[src/rtl/conway_sequencer_if.sv]
//------------------------------------------------------------------------------
// Module   : conway_sequencer_if
// Purpose  : Bundles the command, configuration, grid-observation and cell
//            control signals exchanged between the user/command logic, the
//            generation sequencer and the cell grid.
// Signals  : cmd_load/cmd_run/cmd_pause/cmd_step  command pulses
//            tick_period [TICK_W]  idle RUN cycles between generations
//            max_gens    [GEN_W]   generation limit, 0 = unlimited
//            grid_q/grid_d [N]     current / next state of every cell
//            cell_ena, cell_load   shared cell control lines
//            running, done, stable, gen_count [GEN_W]  status
// Modports : master - command/grid side; slave - the sequencer
// Revision : 1.0  initial release
//------------------------------------------------------------------------------
`timescale 1ns/1ps
`default_nettype none

interface conway_sequencer_if #(
  parameter int N      = 64,
  parameter int TICK_W = 24,
  parameter int GEN_W  = 16
) ();
  logic              cmd_load;
  logic              cmd_run;
  logic              cmd_pause;
  logic              cmd_step;
  logic [TICK_W-1:0] tick_period;
  logic [GEN_W-1:0]  max_gens;
  logic [N-1:0]      grid_q;
  logic [N-1:0]      grid_d;
  logic              cell_ena;
  logic              cell_load;
  logic              running;
  logic              done;
  logic              stable;
  logic [GEN_W-1:0]  gen_count;

  modport master (
    output cmd_load, cmd_run, cmd_pause, cmd_step, tick_period, max_gens,
           grid_q, grid_d,
    input  cell_ena, cell_load, running, done, stable, gen_count
  );

  modport slave (
    input  cmd_load, cmd_run, cmd_pause, cmd_step, tick_period, max_gens,
           grid_q, grid_d,
    output cell_ena, cell_load, running, done, stable, gen_count
  );
endinterface

`default_nettype wire

[src/rtl/conway_sequencer.sv]
//------------------------------------------------------------------------------
// Module   : conway_sequencer
// Purpose  : Generation controller for a game-of-life cell array. Drives the
//            shared ena/load lines of all cells, paces generations with a
//            programmable tick prescaler, supports load/run/pause/single-step,
//            counts generations and stops on a generation limit or when the
//            board is stable (next state equals current state).
// Ports    : clk  - clock, all logic on posedge
//            rst  - synchronous active-low reset
//            bus  - conway_sequencer_if.slave (commands, tick_period,
//                   max_gens, grid_q/grid_d in; cell_ena, cell_load, running,
//                   done, stable, gen_count out)
// Revision : 1.0  initial release
//------------------------------------------------------------------------------
`timescale 1ns/1ps
`default_nettype none

module conway_sequencer #(
  parameter int N      = 64,
  parameter int TICK_W = 24,
  parameter int GEN_W  = 16
) (
  input  wire logic          clk,
  input  wire logic          rst,
  conway_sequencer_if.slave  bus
);

  typedef enum logic [2:0] {
    S_IDLE   = 3'd0,
    S_LOAD   = 3'd1,
    S_PAUSED = 3'd2,
    S_RUN    = 3'd3,
    S_STEP   = 3'd4,
    S_DONE   = 3'd5
  } state_t;

  state_t            r_state, w_state_nxt;
  state_t            r_ret, w_ret_nxt;       // state to resume after a STEP
  logic [TICK_W-1:0] r_tick_cnt, w_tick_cnt_nxt;
  logic [GEN_W-1:0]  r_gen_count, w_gen_count_nxt;
  logic [GEN_W-1:0]  w_gen_inc;
  logic              r_stable, w_stable_nxt;
  logic              r_cell_ena, r_cell_load, r_running, r_done;

  logic [N-1:0]      w_grid_q, w_grid_d;
  logic              w_board_stable;

  assign w_grid_q       = bus.grid_q;
  assign w_grid_d       = bus.grid_d;
  assign w_board_stable = (w_grid_d == w_grid_q);
  assign w_gen_inc      = r_gen_count + GEN_W'(1);

  // Next-state / datapath logic
  always_comb begin
    w_state_nxt     = r_state;
    w_ret_nxt       = r_ret;
    w_tick_cnt_nxt  = r_tick_cnt;
    w_gen_count_nxt = r_gen_count;
    w_stable_nxt    = r_stable;

    case (r_state)
      S_IDLE: begin
        if (bus.cmd_load) w_state_nxt = S_LOAD;
      end

      S_LOAD: begin
        w_gen_count_nxt = '0;
        w_stable_nxt    = 1'b0;
        w_state_nxt     = S_PAUSED;
      end

      S_PAUSED: begin
        if (bus.cmd_load) begin
          w_state_nxt = S_LOAD;
        end else if (bus.cmd_step) begin
          w_state_nxt = S_STEP;
          w_ret_nxt   = S_PAUSED;
        end else if (bus.cmd_run) begin
          w_state_nxt    = S_RUN;
          w_tick_cnt_nxt = '0;
        end
      end

      S_RUN: begin
        if (bus.cmd_load) begin
          w_state_nxt = S_LOAD;
        end else if (bus.cmd_pause) begin
          w_state_nxt = S_PAUSED;
        end else if (r_tick_cnt >= bus.tick_period) begin
          // >= rather than == so a tick_period reduced below the current
          // count fires on the next cycle instead of waiting for a wrap.
          w_tick_cnt_nxt = '0;
          w_state_nxt    = S_STEP;
          w_ret_nxt      = S_RUN;
        end else begin
          w_tick_cnt_nxt = r_tick_cnt + TICK_W'(1);
        end
      end

      S_STEP: begin
        w_gen_count_nxt = w_gen_inc;
        if (w_board_stable) begin
          w_stable_nxt = 1'b1;
          w_state_nxt  = S_DONE;
        end else if ((bus.max_gens != '0) && (w_gen_inc == bus.max_gens)) begin
          w_state_nxt = S_DONE;
        end else begin
          w_state_nxt = r_ret;
        end
      end

      S_DONE: begin
        if (bus.cmd_load) w_state_nxt = S_LOAD;
      end

      default: begin
        w_state_nxt = S_IDLE;
      end
    endcase
  end

  // State register. Outputs are decoded from the next state and registered,
  // so they track the state register exactly with no combinational path.
  always_ff @(posedge clk) begin
    if (!rst) begin
      r_state     <= S_IDLE;
      r_ret       <= S_IDLE;
      r_tick_cnt  <= '0;
      r_gen_count <= '0;
      r_stable    <= 1'b0;
      r_cell_ena  <= 1'b0;
      r_cell_load <= 1'b0;
      r_running   <= 1'b0;
      r_done      <= 1'b0;
    end else begin
      r_state     <= w_state_nxt;
      r_ret       <= w_ret_nxt;
      r_tick_cnt  <= w_tick_cnt_nxt;
      r_gen_count <= w_gen_count_nxt;
      r_stable    <= w_stable_nxt;
      r_cell_ena  <= (w_state_nxt == S_LOAD) || (w_state_nxt == S_STEP);
      r_cell_load <= (w_state_nxt == S_LOAD);
      r_running   <= (w_state_nxt == S_RUN) ||
                     ((w_state_nxt == S_STEP) && (w_ret_nxt == S_RUN));
      r_done      <= (w_state_nxt == S_DONE);
    end
  end

  assign bus.cell_ena  = r_cell_ena;
  assign bus.cell_load = r_cell_load;
  assign bus.running   = r_running;
  assign bus.done      = r_done;
  assign bus.stable    = r_stable;
  assign bus.gen_count = r_gen_count;

endmodule

`default_nettype wire

[src/flat_wrapper.sv]
// flat-port wrapper written by rule: the top's interface ports become plain ports
module conway_sequencer_flat 
#(
  parameter int N      = 64,
  parameter int TICK_W = 24,
  parameter int GEN_W  = 16
)
  (clk, rst, bus_cmd_load, bus_cmd_run, bus_cmd_pause, bus_cmd_step, bus_tick_period, bus_max_gens, bus_grid_q, bus_grid_d, bus_cell_ena, bus_cell_load, bus_running, bus_done, bus_stable, bus_gen_count);
  conway_sequencer_if #(.N(N), .TICK_W(TICK_W), .GEN_W(GEN_W)) bus_i ();
  input  wire logic clk;
  input  wire logic rst;
  input wire logic [$bits(bus_i.cmd_load)-1:0] bus_cmd_load;
  input wire logic [$bits(bus_i.cmd_run)-1:0] bus_cmd_run;
  input wire logic [$bits(bus_i.cmd_pause)-1:0] bus_cmd_pause;
  input wire logic [$bits(bus_i.cmd_step)-1:0] bus_cmd_step;
  input wire logic [$bits(bus_i.tick_period)-1:0] bus_tick_period;
  input wire logic [$bits(bus_i.max_gens)-1:0] bus_max_gens;
  input wire logic [$bits(bus_i.grid_q)-1:0] bus_grid_q;
  input wire logic [$bits(bus_i.grid_d)-1:0] bus_grid_d;
  output wire logic [$bits(bus_i.cell_ena)-1:0] bus_cell_ena;
  output wire logic [$bits(bus_i.cell_load)-1:0] bus_cell_load;
  output wire logic [$bits(bus_i.running)-1:0] bus_running;
  output wire logic [$bits(bus_i.done)-1:0] bus_done;
  output wire logic [$bits(bus_i.stable)-1:0] bus_stable;
  output wire logic [$bits(bus_i.gen_count)-1:0] bus_gen_count;
  assign bus_i.cmd_load = bus_cmd_load;
  assign bus_i.cmd_run = bus_cmd_run;
  assign bus_i.cmd_pause = bus_cmd_pause;
  assign bus_i.cmd_step = bus_cmd_step;
  assign bus_i.tick_period = bus_tick_period;
  assign bus_i.max_gens = bus_max_gens;
  assign bus_i.grid_q = bus_grid_q;
  assign bus_i.grid_d = bus_grid_d;
  assign bus_cell_ena = bus_i.cell_ena;
  assign bus_cell_load = bus_i.cell_load;
  assign bus_running = bus_i.running;
  assign bus_done = bus_i.done;
  assign bus_stable = bus_i.stable;
  assign bus_gen_count = bus_i.gen_count;
  conway_sequencer #(.N(N), .TICK_W(TICK_W), .GEN_W(GEN_W)) u_core (.clk(clk), .rst(rst), .bus(bus_i));
endmodule
[config.mk]
export PLATFORM = sky130hd
export DESIGN_NAME = conway_sequencer_flat
export DESIGN_NICKNAME = d
export VERILOG_FILES = /design/src/rtl/conway_sequencer_if.sv /design/src/rtl/conway_sequencer.sv /design/src/flat_wrapper.sv
export SDC_FILE = /design/constraint.sdc
export NUM_CORES = 1
export LEC_CHECK = 0
export CAP_MARGIN = 0
export CORE_MARGIN = 5
export CORE_UTILIZATION = 25
export DETAILED_ROUTE_END_ITERATION = 12
export PLACE_DENSITY_LB_ADDON = 0.15
export SLEW_MARGIN = 5
export SYNTH_ARGS = -nofsm -noshare
export SYNTH_HDL_FRONTEND = slang
export SYNTH_SLANG_ARGS = --single-unit
[constraint.sdc]
create_clock -name clk -period 3.9 [get_ports clk]
set_input_delay 0.78 -clock clk [delete_from_list [all_inputs] [get_ports clk]]
set_output_delay 0.78 -clock clk [all_outputs]
set_load 0.01 [all_outputs]
# After elaboration in Yosys (flattened, before gate mapping)
# Index checks and enable logic that the tools add are counted.
[word_totals]
regBits = 51
input_bits = 174
out_inout_bits = 21
elab_cells = 67
[classes]
addsub = 2
magnitude_cmp = 1
n_eq_ne = 18
mux = 26
n_reduce_logical = 11
[ops]
columns = ["op", "n"]
rows = [
  ["24-bit 2-to-1 mux", 6],
  ["64-bit == test", 1],
  ["24-bit one-hot mux with 2 select lines", 1],
  ["3-bit 2-to-1 mux", 14],
  ["16-bit one-hot mux with 2 select lines", 1],
  ["24-bit by 1-bit adder with 24-bit output, second input constant", 1],
  ["24-bit >= comparator", 1],
  ["16-bit by 1-bit adder with 16-bit output, second input constant", 1],
  ["16-bit == test", 1],
  ["16-bit nonzero test", 1],
  ["3-bit one-hot mux with 5 select lines", 1],
  ["3-bit by 2-bit == test with 1-bit output, second input constant", 4],
  ["3-bit == test, second input constant", 4],
  ["2-bit inequality test, second input constant", 5],
  ["3-bit by 1-bit == test with 1-bit output, second input constant", 2],
  ["3-bit one-hot mux with 2 select lines", 1],
  ["6-bit AND reduction", 1],
  ["2-bit nonzero test", 2],
  ["3-bit zero test", 1],
  ["1-bit logical AND", 2],
  ["1-bit logical OR", 2],
  ["2-bit by 1-bit inequality test with 1-bit output, second input constant", 1],
  ["1-bit one-hot mux with 2 select lines", 1],
  ["2-bit AND reduction", 1],
  ["other kinds (2)", 2],
]

# Depth between registers and ports, before layout
# Gate-level depths: netlist of the first run.
[logic_depth]
depth_word = 9
ltp_mapped = 12
depth_no_buf = 11

# Least setup slack after synthesis of the first run
# No wires, ideal clock.
[synth_timing]
path_kind = "input to register"
start = "input bus_tick_period[19]"
end = "register u_core.r_cell_ena (netlist: u_core.bus.cell_ena)"
setup_ns = 0.116
t_arrival_ns = 3.057
required_time_ns = 3.784
slack_ns = 0.727
path_stages = 11
n_path_buf = 0
path_cell_list = "inv_1 -> ha_1 -> nand3_1 -> or3_1 -> a2111o_1 -> a31oi_1 -> nor2_1 -> o311ai_1 -> o311ai_4 -> xnor2_1 -> and3_1"
[synth_between]
elab_chain_cells = 7
word_cells_on_any_way = 8
cone_classes = "1 x order compare; 2 x eq/ne; 4 x mux; 1 x reduce/logical"
[synth_rtl]
columns = ["element", "line", "text"]
rows = [
  ["start: declaration", "flat_wrapper.sv:16", "input wire logic [$bits(bus_i.tick_period)-1:0] bus_tick_period;"],
  ["24-bit >= comparator (*)", "conway_sequencer.sv:89", "end else if (r_tick_cnt >= bus.tick_period) begin"],
  ["3-bit 2-to-1 mux (*)", "conway_sequencer.sv:89", ""],
  ["3-bit 2-to-1 mux (*)", "conway_sequencer.sv:87", "end else if (bus.cmd_pause) begin"],
  ["3-bit 2-to-1 mux (*)", "conway_sequencer.sv:85", "if (bus.cmd_load) begin"],
  ["3-bit one-hot mux with 5 select lines (*)", "conway_sequencer.sv:61", "case (r_state)"],
  ["3-bit by 1-bit == test with 1-bit output or 3-bit == test (tied branches)", "conway_sequencer.sv:141", "r_cell_ena <= (w_state_nxt == S_LOAD) || (w_state_nxt == S_STEP);"],
  ["1-bit logical OR (*)", "conway_sequencer.sv:141", ""],
  ["end signal: assignment", "conway_sequencer.sv:141", ""],
  ["end: declaration", "conway_sequencer.sv:43", "logic r_cell_ena, r_cell_load, r_running, r_done;"],
]
# Every way passes the cells marked *; elsewhere a longest branch is shown, timed or not.
# A chain may end at the register's enable or synchronous reset.

# Worst setup path in the final report of the first run
# Ends and elaborated chain as after synthesis.

==> flow_summary.json, run 1 <==
{
  "postCtsHoldBufs": 0,
  "synth_top_area_cell": "dfxtp_1",
  "slew_viol_final": 0,
  "synth_edf_count": 0,
  "yosys.area.top_type_share": 0.246,
  "num_rows": 47,
  "drt_pass1_iterations": 7,
  "clockPowerShare": 0.341,
  "synth_top_family_by_area": "simple AND/OR/NAND/NOR gates",
  "ctsLongestPathBuffers": 2,
  "max-slew-margin-rel": 0.321,
  "ant_nets": 0,
  "p_sw_frac": 0.254,
  "drive_gt1_frac": 0.0378,
  "synth_seq_area_share": 0.246,
  "synth_xor_area_frac": 0.230,
  "synth_area_leaders": "dfxtp_1, xor2_1, ha_1",
  "status": "finished, final reports clean",
  "drc": 0,
  "yosys.area_share.simple": 0.249,
  "die-area_um2": 19300,
  "p_leak_uw": 0.00243,
  "hold_ws_ns": 0.465,
  "rsz0062_at_grt": "false",
  "worstHoldStart": "u_core.r_ret[2]$_SDFF_PN0_",
  "num-nets-final": 913,
  "clock_sinks": 51,
  "ioPinCount": 195,
  "synthArstFlopShare": 0,
  "power.switching_uw": 333,
  "power_density_nw_per_um2": 203,
  "setup_violations": 0,
  "area_delta_synth_final_pct": 56.0,
  "max_cap_viol_count": 0,
  "post-place-ws_ns": -0.00785,
  "synth_warnings": 0,
  "p_int_uw": 981,
  "wl_per_cell_um": 16.5,
  "grt_pass1_vias": 4356,
  "cp.required_ns": 4.09,
  "cts_made_buffers": 5,
  "antenna_cells": 0,
  "dieWidth_um": 139,
  "place_congestion": 0.913,
  "worstMarginPinSlew_ns": 1.01,
  "finalHoldViolations": 0,
  "synth_area_um2": 4150,
  "utilization": 0.394,
  "synthAdderAreaFrac": 0.0785,
  "r2r-start": "u_core.r_tick_cnt[19]$_SDFFE_PN0P_",
  "combPwrFrac": 0.257,
  "synth-main-ff-cell": "dfxtp_1",
  "max_freq_mhz": 282,
  "reg2reg_to": "u_core.bus.cell_ena$_SDFF_PN0_",
  "track_usage": 0.154,
  "cp-start-kind": "input pin",
  "post_cts_buffers": 0,
  "finalCriticalPeriod_ns": 3.55,
  "holdPathStages": 2,
  "power_frac_seq": 0.402,
  "clk_pin_slew_ns": 0.07,
  "fin_ws_ns": 0.351,
  "r2r_slack_ns": 0.94,
  "synthMuxAreaShare": 0.00483,
  "crit_fanout": 5,
  "synth_fp_nets": 720,
  "ff2ff_path_depth": 10,
  "cp.arrival_ns": 3.74,
  "hold_end": "u_core.r_ret[2]$_SDFF_PN0_",
  "grt_overflow": 0,
  "h-tree-depth": 2,
  "grt_pass1_wl_um": 24100,
  "drt_iter0_drc": 144,
  "chipHeight_um": 139,
  "skew_ns": 0.00509,
  "place_hpwl_um": 12800,
  "grt_max_degree": 25,
  "initial_core_util": 0.253,
  "synth_cell_types": 60,
  "min_path_type": "flop to flop",
  "syn_area_per_cell_um2": 7.97,
  "coreArea_um2": 16400,
  "portBuffers": 194,
  "critPathKind": "input pin to flop",
  "routed_via_density": 4.69,
  "n_fill_cell": 1643,
  "synthCells": 520,
  "antenna_found_initial": 0,
  "drt-total-wl_um": 15400,
  "irDropWorstVdd_uv": 140,
  "synth-compound-area-share": 0.140,
  "period_share": 0.910,
  "ys_ff_latch": 51,
  "clk_latency_ns": 0.30,
  "postCtsResizedCells": 0,
  "cp-end-kind": "flop",
  "cts_root_buffer": "clkbuf_16",
  "vias": 4381,
  "cts_tree": "done"
}
## final cells by class
cell class / count / area [um2] / share of cell area
Multi-Input combinational cell: 422 / 2910 / 0.450
Timing Repair Buffer: 201 / 1990 / 0.308
Sequential cell: 51 / 1020 / 0.158
Tap cell: 220 / 275 / 0.0426
Clock buffer: 6 / 129 / 0.0199
Inverter: 32 / 120 / 0.0186
Clock inverter: 2 / 16.3 / 0.00251
## placed cells by master (no fill, tap or decap), types with 4 or more instances in the layout
| cell type | count |
|---|---|
| nor4_1 | 23 |
| nor2_1 | 63 |
| nand3_1 | 26 |
| nor3_1 | 6 |
| buf_4 | 7 |
| ha_1 | 26 |
| a21oi_1 | 27 |
| nand2_1 | 33 |
| dfxtp_1 | 51 |
| nand4_1 | 15 |
| and3_1 | 7 |
| o211ai_1 | 4 |
| or3_1 | 4 |
| and2_1 | 4 |
| clkdlybuf4s50_1 | 194 |
| xor2_1 | 86 |
| clkbuf_16 | 5 |
| o21ai_0 | 17 |
| a31oi_1 | 6 |
| inv_1 | 32 |
| xnor2_1 | 23 |
## stage by stage
step | std cells | power [uW] | area [um2] | setup TNS (ns)
2_1_floorplan | 520 | 652 | 4150 | 0
3_3_place_gp | 926 | 875 | 6320 | 0
3_5_place_dp | 926 | 879 | 6320 | -0.00785
4_1_cts | 934 | 1330 | 6470 | 0
5_1_grt | 934 | 1370 | 6470 | 0
6_report | 934 | 1310 | 6470 | 0
## power groups by stage
stage | Clock, uW | Sequential (uW) | Combinational [uW]
floorplan | 0 | 539 | 113
global placement | 0 | 541 | 334
detailed placement | 0 | 541 | 338
CTS | 462 | 529 | 341
global route | 479 | 530 | 365
finish | 448 | 529 | 337
## cells by family (layout without fill, tap and decap cells)
kind of cell	count (synthesis)	after routing
muxes	2	2
xor gates and xnor gates	109	109
DFF	51	51
adders and majority gates	26	26
AOI/OAI and AO/OA	85	85
and+or+nand+nor	200	200
buffers and inverters	47	241
## worst max-delay path, cell delays in order
cell             delay (ns)
clkdlybuf4s50_1        0.45
inv_1                  0.04
ha_1                   0.28
nand3_1                0.10
or3_1                  0.43
a2111o_1               0.39
a31oi_1                0.21
nor2_1                 0.15
o311ai_1               0.39
o311ai_4               0.19
xnor2_1                0.15
and3_1                 0.18
## Yosys cell counts, types with 2 or more instances
library cell and instances:
ha_1 26, nand2b_1 3, nor4_1 23, a31oi_1 6, nand4_1 15, mux2i_1 2
a21oi_1 27, xnor2_1 23, dfxtp_1 51, clkbuf_1 9, and3_1 7, and4_1 3
a22oi_1 2, o21a_1 3, a32o_1 2, o21ai_0 17, or3_1 4, xor2_1 86
inv_1 32, o31ai_1 2, nor2_1 63, o211ai_1 4, buf_4 2, or4_1 2
nand3_1 26, or3b_2 2, clkbuf_8 2, nor3_1 6, a211oi_1 3, and2_1 4
nand2_1 33, a311oi_1 2
## layer usage
layer | track usage | vias to the layer above | part of all wire
met4 | 0.0278 | 0 | 0.0076
met1 | 0.186 | 2008 | 0.44
met3 | 0.0393 | 5 | 0.060
li1 | - | 2220 | -
met2 | 0.278 | 148 | 0.50
met5 | 0 | - | 0
## how the worst max path moves through the flow
stage	start	end	slack (ns)	cells past startpoint
after floorplan	bus_tick_period[19]	u_core.bus.cell_ena$_SDFF_PN0_	0.73	11
after global placement	bus_tick_period[19]	u_core.bus.cell_ena$_SDFF_PN0_	0.01	12
after detailed placement	bus_tick_period[19]	u_core.bus.cell_ena$_SDFF_PN0_	-0.008	12
after CTS	bus_tick_period[19]	u_core.bus.cell_ena$_SDFF_PN0_	0.31	12
after global routing	bus_tick_period[19]	u_core.bus.cell_ena$_SDFF_PN0_	0.15	12
final	bus_tick_period[19]	u_core.bus.cell_ena$_SDFF_PN0_	0.35	12
## flip-flops by register name, summed over array words and instances, names as in the netlist, 3 cells and up
register and flops:
u_core.r_tick_cnt 24, u_core.bus.gen_count 16, u_core.r_ret 3, u_core.r_state 3
Power figures use the tool's default switching activity.
==> run 2: changes to the inputs <==
--- a/config.mk
+++ b/config.mk
@@ -6,6 +6,8 @@
 export NUM_CORES = 1
 export LEC_CHECK = 0
 export CAP_MARGIN = 0
+export CELL_PAD_IN_SITES_DETAIL_PLACEMENT = 0
+export CELL_PAD_IN_SITES_GLOBAL_PLACEMENT = 1
 export CORE_MARGIN = 5
 export CORE_UTILIZATION = 25
 export DETAILED_ROUTE_END_ITERATION = 12
==> flow_summary.json, run 2 (synthesis results as in run 1) <==
{
  "status": "finished, final reports clean",
  "postCtsResizedCells": 0,
  "antenna_found_initial": 0,
  "drt_iter0_drc": 120,
  "num_rows": 47,
  "clk_latency_ns": 0.30,
  "largest_reg_flops": 24,
  "cp_slowest_cell": "clkdlybuf4s50_1",
  "combPwrFrac": 0.257,
  "area_delta_synth_final_pct": 57.2,
  "drc": 0,
  "finalHoldViolations": 0,
  "cp.arrival_ns": 3.75,
  "antenna_cells": 0,
  "die-area_um2": 19300,
  "chipHeight_um": 139,
  "crit_fanout": 5,
  "power_frac_seq": 0.402,
  "drt-total-wl_um": 15200,
  "min_path_type": "flop to flop",
  "cts_root_buffer": "clkbuf_16",
  "track_usage": 0.153,
  "slew_viol_final": 0,
  "h-tree-depth": 2,
  "grt_pass1_vias": 4341,
  "grt_max_degree": 25,
  "postCtsHoldBufs": 0,
  "setup_tns_ns": 0,
  "crit_chain": "clkdlybuf4s50_1 > inv_1 > ha_1 > nand3_1 > or3_1 > a2111o_1 > a31oi_1 > nor2_1 > o311ai_1 > o311ai_4 > xnor2_1 > and3_1",
  "grt_overflow": 0,
  "skew_ns": 0.00562,
  "place_hpwl_um": 12600,
  "ctsLongestPathBuffers": 2,
  "clockPowerShare": 0.341,
  "p_leak_uw": 0.00247,
  "most-common-layout-cells": "clkdlybuf4s50_1, xor2_1, nor2_1",
  "vias": 4343,
  "layout_commonest_cell": "clkdlybuf4s50_1",
  "irDropWorstVdd_uv": 143,
  "cts_made_buffers": 5,
  "power_density_nw_per_um2": 202,
  "initial_core_util": 0.253,
  "max_cap_viol_count": 0,
  "dieWidth_um": 139,
  "cp-start-kind": "input pin",
  "drt_pass1_iterations": 4,
  "cts_tree": "done",
  "coreArea_um2": 16400,
  "fin_ws_ns": 0.347,
  "place_congestion": 0.939,
  "rsz0062_at_grt": "false",
  "post-place-ws_ns": -0.0106,
  "power.switching_uw": 335,
  "drive_gt1_frac": 0.0459,
  "critPathKind": "input pin to flop",
  "finalCriticalPeriod_ns": 3.55,
  "ant_nets": 0,
  "setup_violations": 0,
  "post_cts_buffers": 0,
  "worstMarginPinSlew_ns": 0.721,
  "slowest_delay_ns": 0.46,
  "p_int_uw": 982,
  "hold_ws_ns": 0.471,
  "period_share": 0.911,
  "routed_via_density": 4.63,
  "largest_register": "u_core.r_tick_cnt",
  "cp-end-kind": "flop",
  "num-nets-final": 918,
  "p_sw_frac": 0.254,
  "wl_per_cell_um": 16.1,
  "grt_pass1_wl_um": 24300,
  "max_freq_mhz": 281,
  "clk_pin_slew_ns": 0.07,
  "ioPinCount": 195,
  "cp.required_ns": 4.09,
  "portBuffers": 194,
  "max-slew-margin-rel": 0.519,
  "clock_sinks": 51
}
run 2: changes by cell type in the layout (fill, tap and decap cells not counted):
cell        delta
clkbuf_1       -1
clkinvlp_4     -1
clkinv_2       +2
buf_4          +4
buf_12         +1
run 2: worst paths after layout:
kind	from	end	slack [ns]	cells after the start
setup reg to reg	u_core.r_tick_cnt[19]$_SDFFE_PN0P_	u_core.bus.cell_ena$_SDFF_PN0_	0.94	10
setup / recovery	bus_tick_period[20]	u_core.bus.cell_ena$_SDFF_PN0_	0.35	12
hold / removal	u_core.r_ret[2]$_SDFF_PN0_	u_core.r_ret[2]$_SDFF_PN0_	0.47	2
hold reg to reg	u_core.r_ret[2]$_SDFF_PN0_	u_core.r_ret[2]$_SDFF_PN0_	0.47	2
run 2: routing by layer:
metal | up-vias | track usage | routed length (um)
met2 | 148 | 0.267 | 7300
met3 | 9 | 0.0403 | 982
met5 | - | 0 | 0
met1 | 1955 | 0.192 | 6710
met4 | 0 | 0.0294 | 150
li1 | 2231 | - | -
run 2: area by class of cell:
class | instances | area [um2]
flip-flops and latches | 51 | 1020
multi-input cells | 422 | 2910
clock inverters | 3 | 18.8
repair buffers | 206 | 2040
clock buffers | 5 | 125
inverters | 32 | 120
fillers | 1689 | 9890
well taps | 220 | 275
run 2: critical path: cells and delay by family:
kind | cells | cell delay [ns]
XOR/XNOR | 1 | 0.16
AO/OA/AOI/OAI | 4 | 1.19
AND/OR/NAND/NOR | 4 | 0.84
adder cells (fa/ha/maj) | 1 | 0.28
buffers and inverters | 2 | 0.50
run 2: per-stage QoR:
stage                     power, uW  area, um2  utilization  instances
after global placement          878       6370        0.388        931
final                          1320       6520        0.397        939
after CTS                      1330       6520        0.397        939
after global routing           1380       6520        0.397        939
after detailed placement        882       6370        0.388        931
after floorplan                 652       4150            -        520
run 2: power by group through the flow:
stage	clock network, uW	registers [uW]	logic, uW
finish	449	529	339
global route	483	529	369
detailed placement	0	541	341
global placement	0	541	337
floorplan	0	539	113
CTS	461	529	344
